`config.mk`:
```
export PLATFORM = sky130hd
export DESIGN_NAME = control_unit
export DESIGN_NICKNAME = d
export VERILOG_FILES = /design/src/rtl/cu_pkg.sv /design/src/rtl/cu_alu_decode.sv /design/src/rtl/control_unit.sv
export SDC_FILE = /design/constraint.sdc
export NUM_CORES = 1
export LEC_CHECK = 0
export CORE_MARGIN = 10
export CORE_UTILIZATION = 31
export CTS_CLUSTER_SIZE = 40
export DETAILED_ROUTE_END_ITERATION = 16
export PLACE_DENSITY = 0.86
export REMOVE_ABC_BUFFERS = 1
export SYNTH_ARGS = -nofsm -noshare
export SYNTH_HDL_FRONTEND = slang
export SYNTH_HIERARCHICAL = 1
export SYNTH_SLANG_ARGS = --single-unit
```
`constraint.sdc`:
```
create_clock -name Clock -period 1.6 [get_ports Clock]
set_input_delay 0.24 -clock Clock [delete_from_list [all_inputs] [get_ports Clock]]
set_output_delay 0.24 -clock Clock [all_outputs]
set_load 0.005 [all_outputs]
```
`src/rtl/cu_pkg.sv`:
```
// Shared encodings for the ALU_System control unit: states, opcodes, function,
// mux and ALU codes, and the control-bus bundle driven each cycle.
package cu_pkg;

    typedef enum logic [2:0] {
        StInit,
        StFetchL,
        StFetchH,
        StExec1,
        StExec2,
        StHalt
    } state_t;

    localparam logic [3:0] OpLdi = 4'h0;
    localparam logic [3:0] OpLdm = 4'h1;
    localparam logic [3:0] OpSt  = 4'h2;
    localparam logic [3:0] OpAdd = 4'h3;
    localparam logic [3:0] OpSub = 4'h4;
    localparam logic [3:0] OpAnd = 4'h5;
    localparam logic [3:0] OpOr  = 4'h6;
    localparam logic [3:0] OpNot = 4'h7;
    localparam logic [3:0] OpLsl = 4'h8;
    localparam logic [3:0] OpLsr = 4'h9;
    localparam logic [3:0] OpMov = 4'hA;
    localparam logic [3:0] OpBra = 4'hB;
    localparam logic [3:0] OpBeq = 4'hC;
    localparam logic [3:0] OpBne = 4'hD;
    localparam logic [3:0] OpNop = 4'hE;
    localparam logic [3:0] OpHlt = 4'hF;

    // Register function codes, shared by RF, ARF and IR.
    localparam logic [1:0] FunDec   = 2'b00;
    localparam logic [1:0] FunInc   = 2'b01;
    localparam logic [1:0] FunLoad  = 2'b10;
    localparam logic [1:0] FunClear = 2'b11;

    localparam logic [1:0] MuxAluOut  = 2'b00;
    localparam logic [1:0] MuxMemOut  = 2'b01;
    localparam logic [1:0] MuxIrLow   = 2'b10;
    localparam logic [1:0] MuxArfOutC = 2'b11;

    localparam logic [3:0] AluPassA = 4'b0000;
    localparam logic [3:0] AluNotA  = 4'b0010;
    localparam logic [3:0] AluAdd   = 4'b0100;
    localparam logic [3:0] AluSub   = 4'b0110;
    localparam logic [3:0] AluAnd   = 4'b0111;
    localparam logic [3:0] AluOr    = 4'b1000;
    localparam logic [3:0] AluLsl   = 4'b1010;
    localparam logic [3:0] AluLsr   = 4'b1011;

    localparam logic [3:0] ArfSelPc  = 4'b1000;
    localparam logic [3:0] ArfSelAr  = 4'b0100;
    localparam logic [3:0] ArfSelAll = 4'b1110;

    localparam logic [1:0] AddrPc = 2'b00;
    localparam logic [1:0] AddrAr = 2'b01;
    localparam logic [1:0] AddrSp = 2'b10;

    typedef struct packed {
        logic [2:0] rf_out_a_sel;
        logic [2:0] rf_out_b_sel;
        logic [1:0] rf_fun_sel;
        logic [3:0] rf_r_sel;
        logic [3:0] alu_fun_sel;
        logic [1:0] arf_out_d_sel;
        logic [1:0] arf_fun_sel;
        logic [3:0] arf_reg_sel;
        logic       ir_lh;
        logic       ir_enable;
        logic [1:0] ir_fun_sel;
        logic       mem_wr;
        logic       mem_cs;
        logic [1:0] mux_a_sel;
        logic [1:0] mux_b_sel;
        logic       mux_c_sel;
        logic       halted;
    } ctrl_t;

    function automatic ctrl_t ctrl_idle();
        ctrl_t c;
        c        = '0;
        c.mem_cs = 1'b1;
        return c;
    endfunction

    // Register index 0..3 (R1..R4) to write enable, R1 on bit 3.
    function automatic logic [3:0] rf_onehot(input logic [1:0] r);
        return 4'b1000 >> r;
    endfunction

endpackage

```
`src/rtl/cu_alu_decode.sv`:
```
// Opcode to ALU function code; is_alu marks the ops whose flags get latched.
module cu_alu_decode
    import cu_pkg::*;
(
    input  logic [3:0] opcode,
    output logic [3:0] alu_fun_sel,
    output logic       is_alu
);

    always_comb begin
        alu_fun_sel = AluPassA;
        is_alu      = 1'b1;
        unique case (opcode)
            OpAdd:   alu_fun_sel = AluAdd;
            OpSub:   alu_fun_sel = AluSub;
            OpAnd:   alu_fun_sel = AluAnd;
            OpOr:    alu_fun_sel = AluOr;
            OpNot:   alu_fun_sel = AluNotA;
            OpLsl:   alu_fun_sel = AluLsl;
            OpLsr:   alu_fun_sel = AluLsr;
            default: is_alu = 1'b0;
        endcase
    end

endmodule

```
`src/rtl/control_unit.sv`:
```
// Hardwired fetch/decode/execute sequencer for ALU_System. Outputs are
// combinational from the state, IROut and the latched flags.
module control_unit
    import cu_pkg::*;
#(
    parameter bit RESET_CLEARS_RF = 1'b1
) (
    input  logic       Clock,
    input  logic       Reset,
    input  logic [15:0] IROut,
    input  logic [3:0] ALUOutFlag,
    output logic [2:0] RF_OutASel,
    output logic [2:0] RF_OutBSel,
    output logic [1:0] RF_FunSel,
    output logic [3:0] RF_RSel,
    output logic [3:0] RF_TSel,
    output logic [3:0] ALU_FunSel,
    output logic [1:0] ARF_OutCSel,
    output logic [1:0] ARF_OutDSel,
    output logic [1:0] ARF_FunSel,
    output logic [3:0] ARF_RegSel,
    output logic       IR_LH,
    output logic       IR_Enable,
    output logic [1:0] IR_Funsel,
    output logic       Mem_WR,
    output logic       Mem_CS,
    output logic [1:0] MuxASel,
    output logic [1:0] MuxBSel,
    output logic       MuxCSel,
    output logic       Halted
);

    state_t     state_q;
    logic [3:0] flags_q;  // {Z,C,N,O}
    ctrl_t      ctrl;

    logic [3:0] opcode;
    logic [1:0] rx, rs1, rs2;
    logic [3:0] alu_fun;
    logic       is_alu;
    logic       unused_bits;

    assign opcode      = IROut[15:12];
    assign rx          = IROut[9:8];
    assign rs1         = IROut[5:4];
    assign rs2         = IROut[1:0];
    assign unused_bits = ^{IROut[11:10], IROut[7:6], IROut[3:2], flags_q[2:0]};

    cu_alu_decode u_alu_decode (
        .opcode      (opcode),
        .alu_fun_sel (alu_fun),
        .is_alu      (is_alu)
    );

    always_ff @(posedge Clock or negedge Reset) begin
        if (!Reset) begin
            state_q <= StInit;
            flags_q <= 4'b0000;
        end else begin
            unique case (state_q)
                StInit:   state_q <= StFetchL;
                StFetchL: state_q <= StFetchH;
                StFetchH: state_q <= StExec1;
                StExec1: begin
                    if (opcode == OpHlt) begin
                        state_q <= StHalt;
                    end else if (opcode == OpLdm || opcode == OpSt) begin
                        state_q <= StExec2;
                    end else begin
                        state_q <= StFetchL;
                    end
                    if (is_alu) begin
                        flags_q <= ALUOutFlag;
                    end
                end
                StExec2:  state_q <= StFetchL;
                StHalt:   state_q <= StHalt;
                default:  state_q <= StInit;
            endcase
        end
    end

    always_comb begin
        ctrl = ctrl_idle();
        unique case (state_q)
            StInit: begin
                ctrl.arf_reg_sel = ArfSelAll;
                ctrl.arf_fun_sel = FunClear;
                if (RESET_CLEARS_RF) begin
                    ctrl.rf_r_sel   = 4'b1111;
                    ctrl.rf_fun_sel = FunClear;
                end
            end
            StFetchL, StFetchH: begin
                ctrl.arf_out_d_sel = AddrPc;
                ctrl.mem_cs        = 1'b0;
                ctrl.ir_enable     = 1'b1;
                ctrl.ir_fun_sel    = FunLoad;
                ctrl.ir_lh         = (state_q == StFetchH);
                ctrl.arf_reg_sel   = ArfSelPc;
                ctrl.arf_fun_sel   = FunInc;
            end
            StExec1: begin
                if (is_alu) begin
                    ctrl.rf_out_a_sel = {1'b0, rs1};
                    ctrl.rf_out_b_sel = {1'b0, rs2};
                    ctrl.mux_a_sel    = MuxAluOut;
                    ctrl.rf_r_sel     = rf_onehot(rx);
                    ctrl.rf_fun_sel   = FunLoad;
                    ctrl.alu_fun_sel  = alu_fun;
                end
                case (opcode)
                    OpLdi: begin
                        ctrl.mux_a_sel  = MuxIrLow;
                        ctrl.rf_r_sel   = rf_onehot(rx);
                        ctrl.rf_fun_sel = FunLoad;
                    end
                    OpLdm, OpSt: begin
                        ctrl.mux_b_sel   = MuxIrLow;
                        ctrl.arf_reg_sel = ArfSelAr;
                        ctrl.arf_fun_sel = FunLoad;
                    end
                    OpMov: begin
                        ctrl.rf_out_a_sel = {1'b0, rs1};
                        ctrl.mux_a_sel    = MuxAluOut;
                        ctrl.rf_r_sel     = rf_onehot(rx);
                        ctrl.rf_fun_sel   = FunLoad;
                    end
                    OpBra, OpBeq, OpBne: begin
                        // Conditional branches test the Z flag of the last ALU op.
                        if (opcode == OpBra || (opcode == OpBeq) == flags_q[3]) begin
                            ctrl.mux_b_sel   = MuxIrLow;
                            ctrl.arf_reg_sel = ArfSelPc;
                            ctrl.arf_fun_sel = FunLoad;
                        end
                    end
                    default: ;
                endcase
            end
            StExec2: begin
                ctrl.arf_out_d_sel = AddrAr;
                ctrl.mem_cs        = 1'b0;
                if (opcode == OpLdm) begin
                    ctrl.mux_a_sel  = MuxMemOut;
                    ctrl.rf_r_sel   = rf_onehot(rx);
                    ctrl.rf_fun_sel = FunLoad;
                end else begin
                    ctrl.mem_wr       = 1'b1;
                    ctrl.rf_out_a_sel = {1'b0, rx};
                    ctrl.mux_c_sel    = 1'b0;
                    ctrl.alu_fun_sel  = AluPassA;
                end
            end
            StHalt:  ctrl.halted = 1'b1;
            default: ;
        endcase
    end

    assign RF_OutASel  = ctrl.rf_out_a_sel;
    assign RF_OutBSel  = ctrl.rf_out_b_sel;
    assign RF_FunSel   = ctrl.rf_fun_sel;
    assign RF_RSel     = ctrl.rf_r_sel;
    assign RF_TSel     = 4'b0000;
    assign ALU_FunSel  = ctrl.alu_fun_sel;
    assign ARF_OutCSel = 2'b00;
    assign ARF_OutDSel = ctrl.arf_out_d_sel;
    assign ARF_FunSel  = ctrl.arf_fun_sel;
    assign ARF_RegSel  = ctrl.arf_reg_sel;
    assign IR_LH       = ctrl.ir_lh;
    assign IR_Enable   = ctrl.ir_enable;
    assign IR_Funsel   = ctrl.ir_fun_sel;
    assign Mem_WR      = ctrl.mem_wr;
    assign Mem_CS      = ctrl.mem_cs;
    assign MuxASel     = ctrl.mux_a_sel;
    assign MuxBSel     = ctrl.mux_b_sel;
    assign MuxCSel     = ctrl.mux_c_sel;
    assign Halted      = ctrl.halted;

endmodule

```
==> metrics.md <==
| Metric | Value |
|---|---|
| Drt pass-1 iters | `4` |
| # port buffers | `41` |
| Initial core utilization | `32.5%` |
| Fraction of synthesized area in multiplexers | `3.10%` |
| Initial antenna violation count | `0` |
| Critical Path RT | `1.36 ns` |
| Post-synth EDFFs | `0` |
| Max Clock Freq | `555 MHz` |
| CP Launch Point | `state_q[0]` |
| Crit-path slowest cell | `dfrtp_2` |
| Sw Ratio | `41.6%` |
| IO Count | `64` |
| Gate count after technology mapping | `101` |
| Post-Place Worst Slack | `-0.903 ns` |
| CTS tree | `yes` |
| Synthesized cell area | `727 sq um` |
| First-pass GRT wire length | `4.81 mm` |
| Total CTS buffers | `3` |
| Core box area | `2230 sq um` |
| Post-synthesis compound-gate area fraction | `21.3%` |
| Final instance area | `1560 sq um` |
| Final WS setup | `-0.200 ns` |
| Pleak | `0.773 nW` |
| Net Sw Power | `0.000908 W` |
| Setup repair after global routing missed its margin | `true` |
| Cell internal pwr | `0.00128 W` |
| Grt met2 use | `24.3%` |
| Clk sink count | `4` |
| Worst Hold Class | `input pin to asynchronous set/reset pin` |
| Final #Nets | `198` |
| Vias/cell | `5.05` |
| Final worst-path cycle share | `113%` |
| Startpoint Class | `register` |
| Synth unique cells | `34` |
| Max Cap Violations | `0` |
| Min Tclk post-route | `1.80 ns` |
| Worst-path clk slew | `0.04 ns` |
| Drt drc | `0` |
| Failing checks | `negative setup slack` |
| Final core utilization | `69.7%` |
| Vias | `1021` |
| Post-synthesis async set-or-reset flop share | `100%` |
| ANT cells | `0` |
| Die height | `68.4 microns` |
| Largest area contributor in the netlist | `buf_4` |
| Worst EP arrival | `1.56 ns` |
| Maximum buffer depth of the clock tree | `2` |
| Number of global-route vias before repair | `1051` |
| CTS root buf | `clkbuf_4` |
| Clock Latency Late Sink | `0.24 ns` |
| Prevailing post-synth register cell | `dfrtp_1` |
| Logic pwr share | `83.9%` |
| Clock share of power | `6.1%` |
| H-tree levels | `1` |
| Post-Synth Simple-Gate Area | `34.6%` |
| Outcome | `finished with violations` |
| Post-synthesis register bit count | `4` |
| WS Path Type | `register to output port` |
| Total Routing Usage GR | `13.2%` |
| Area after DPL | `1240 sq um` |
| Row count | `17` |
| Largest net degree at the start of global routing | `13` |
| Max rail drop VDD | `0.000897 V` |
| Slew Limit Fails | `0` |
| Post-synth top cells | `14 x buf_4, 10 x nor2_1, 7 x nand2_1, 6 x and3_1, 6 x o21ai_0` |
| Wire length per cell | `17.4 microns` |
| Post-synthesis to final-layout area growth | `114%` |
| Power per standard cell area | `1400 nW/um^2` |
| Routability Congestion | `0.776` |
| Fin Setup TNS | `-2.07 ns` |
| Sequential area share after synthesis | `13.8%` |
| Skew final | `0.00739 ns` |
| Post-synthesis adder-cell area fraction | `0%` |
| CP cell instances | `or3_4, buf_6, buf_12, o31ai_4, buf_2` |
| DP Wirelength | `2.23 mm` |
| Die ar. | `4680 sq um` |
| Avg Cell Area, Syn | `7.20 sq um` |
| Met3 global-route usage | `5.06%` |
| Sequential share of power | `10.0%` |
| Met1 usage | `12.4%` |
| Post-synthesis xor/xnor area fraction | `6.02%` |
| ANT nets after route | `0` |
| Largest family of logic cells by synthesized area | `simple AND/OR/NAND/NOR gates` |
| Die width | `68.4 microns` |
| Yosys Warn Count | `6` |
| CP Max Fanout | `5` |
| Initial drt markers | `50` |
| Reg2reg start | `state_q[2]` |
| Grt ovf | `0` |
| CP max stage delay | `0.44 ns` |
| Final WL | `3.52 mm` |
| Hold Slack | `0.196 ns` |
| Final Hold Vio Count | `0` |
| Synth area leaders | `buf_4 14%, dfrtp_1 14%, xnor2_1 6.0%` |
| Critical path endpoint category | `output port` |
| Post-synth top area share | `14.5%` |
| Most common cell in the netlist | `buf_4` |
| Setup violators final | `17` |
| Layer with the highest usage | `met2` |
| Share of cells above drive strength 1 | `64.4%` |
-- state kept, by name, summed over array words and instances (netlist names) --
signal,count
state_q,3
flags_q,1
-- layer usage --
layer  wire, microns  part of all wire, %
met1            1250                   36
met2            1860                   53
met3             339                  9.6
met4              59                  1.7
met5               0                    0
-- worst max-delay path: cells and delay by family (launching register included) --
kind / cells / cell delay, ns
compound gates: 1 / 0.04
flops: 1 / 0.44
buf+inv: 3 / 0.42
simple gates: 1 / 0.42
-- power by group through the flow --
| stage | combinational, W | clock (W) | sequential [W] |
|---|---|---|---|
| after floorplan | 0.000452 | 0 | 0.000217 |
| after global placement | 0.00135 | 0 | 0.000188 |
| after detailed placement | 0.00137 | 0 | 0.000193 |
| after CTS | 0.00157 | 0.000132 | 0.000196 |
| after global routing | 0.00196 | 0.000141 | 0.000225 |
| final | 0.00183 | 0.000133 | 0.000218 |
-- cell families (layout without fill, tap and decap cells) --
family | count (synthesis) | count (layout)
multiplexers | 2 | 2
XOR/XNOR | 5 | 5
other | 1 | 13
buffers and inverters | 23 | 84
flip-flops | 4 | 4
AND/OR/NAND/NOR | 43 | 43
AO/OA/AOI/OAI | 23 | 23
-- area by class of cell --
type	instances	area [sq um]
Timing Repair Buffer	78	696
Tap cell	28	35.0
Sequential cell	4	103
Clock buffer	3	22.5
Inverter	3	11.3
Fill cell	162	677
Multi-Input combinational cell	86	689
-- cells in the final DEF (no fill, tap or decap), types with 2 or more instances in the layout --
cell type / instances
buf_6: 30
buf_2: 16
buf_4: 16
conb_1: 13
clkdlybuf4s50_1: 8
nand2_1: 6
and3_4: 6
clkbuf_2: 5
nor2_2: 4
o21ai_2: 4
nor2_1: 4
xnor2_1: 3
nor2_4: 3
nand2b_1: 3
a21oi_1: 3
o21ai_0: 3
clkbuf_4: 3
mux2_2: 2
nor3b_2: 2
a21o_1: 2
o21ai_1: 2
inv_2: 2
a31oi_1: 2
a22o_1: 2
dfrtp_1: 2
buf_12: 2
dfrtp_2: 2
nand3b_1: 2
-- what timing repair did --
item,in CTS,in global routing
setup endpoints to repair,31,27
pin swaps,14,16
cloned,0,0
gates resized for setup,151,48
hold buffers,0,0
setup buffers,11,8
-- per-stage QoR --
stage          total power, W  instances
2_1_floorplan        0.000669         93
3_3_place_gp          0.00154        184
3_5_place_dp          0.00156        184
4_1_cts               0.00190        198
5_1_grt               0.00233        202
6_report              0.00218        202
-- worst paths after layout --
kind                              end  slack (ns)  cells after the start
min                        state_q[2]        0.20                      1
max reg2reg                flags_q[3]        0.14                      7
min in group Clock         flags_q[3]        0.57                      1
max in group asynchronous  state_q[1]        1.22                      1
max                        RF_RSel[3]       -0.20                      5
min reg2reg                flags_q[3]        0.57                      1
Note: power is estimated with default switching activity, not from simulation.
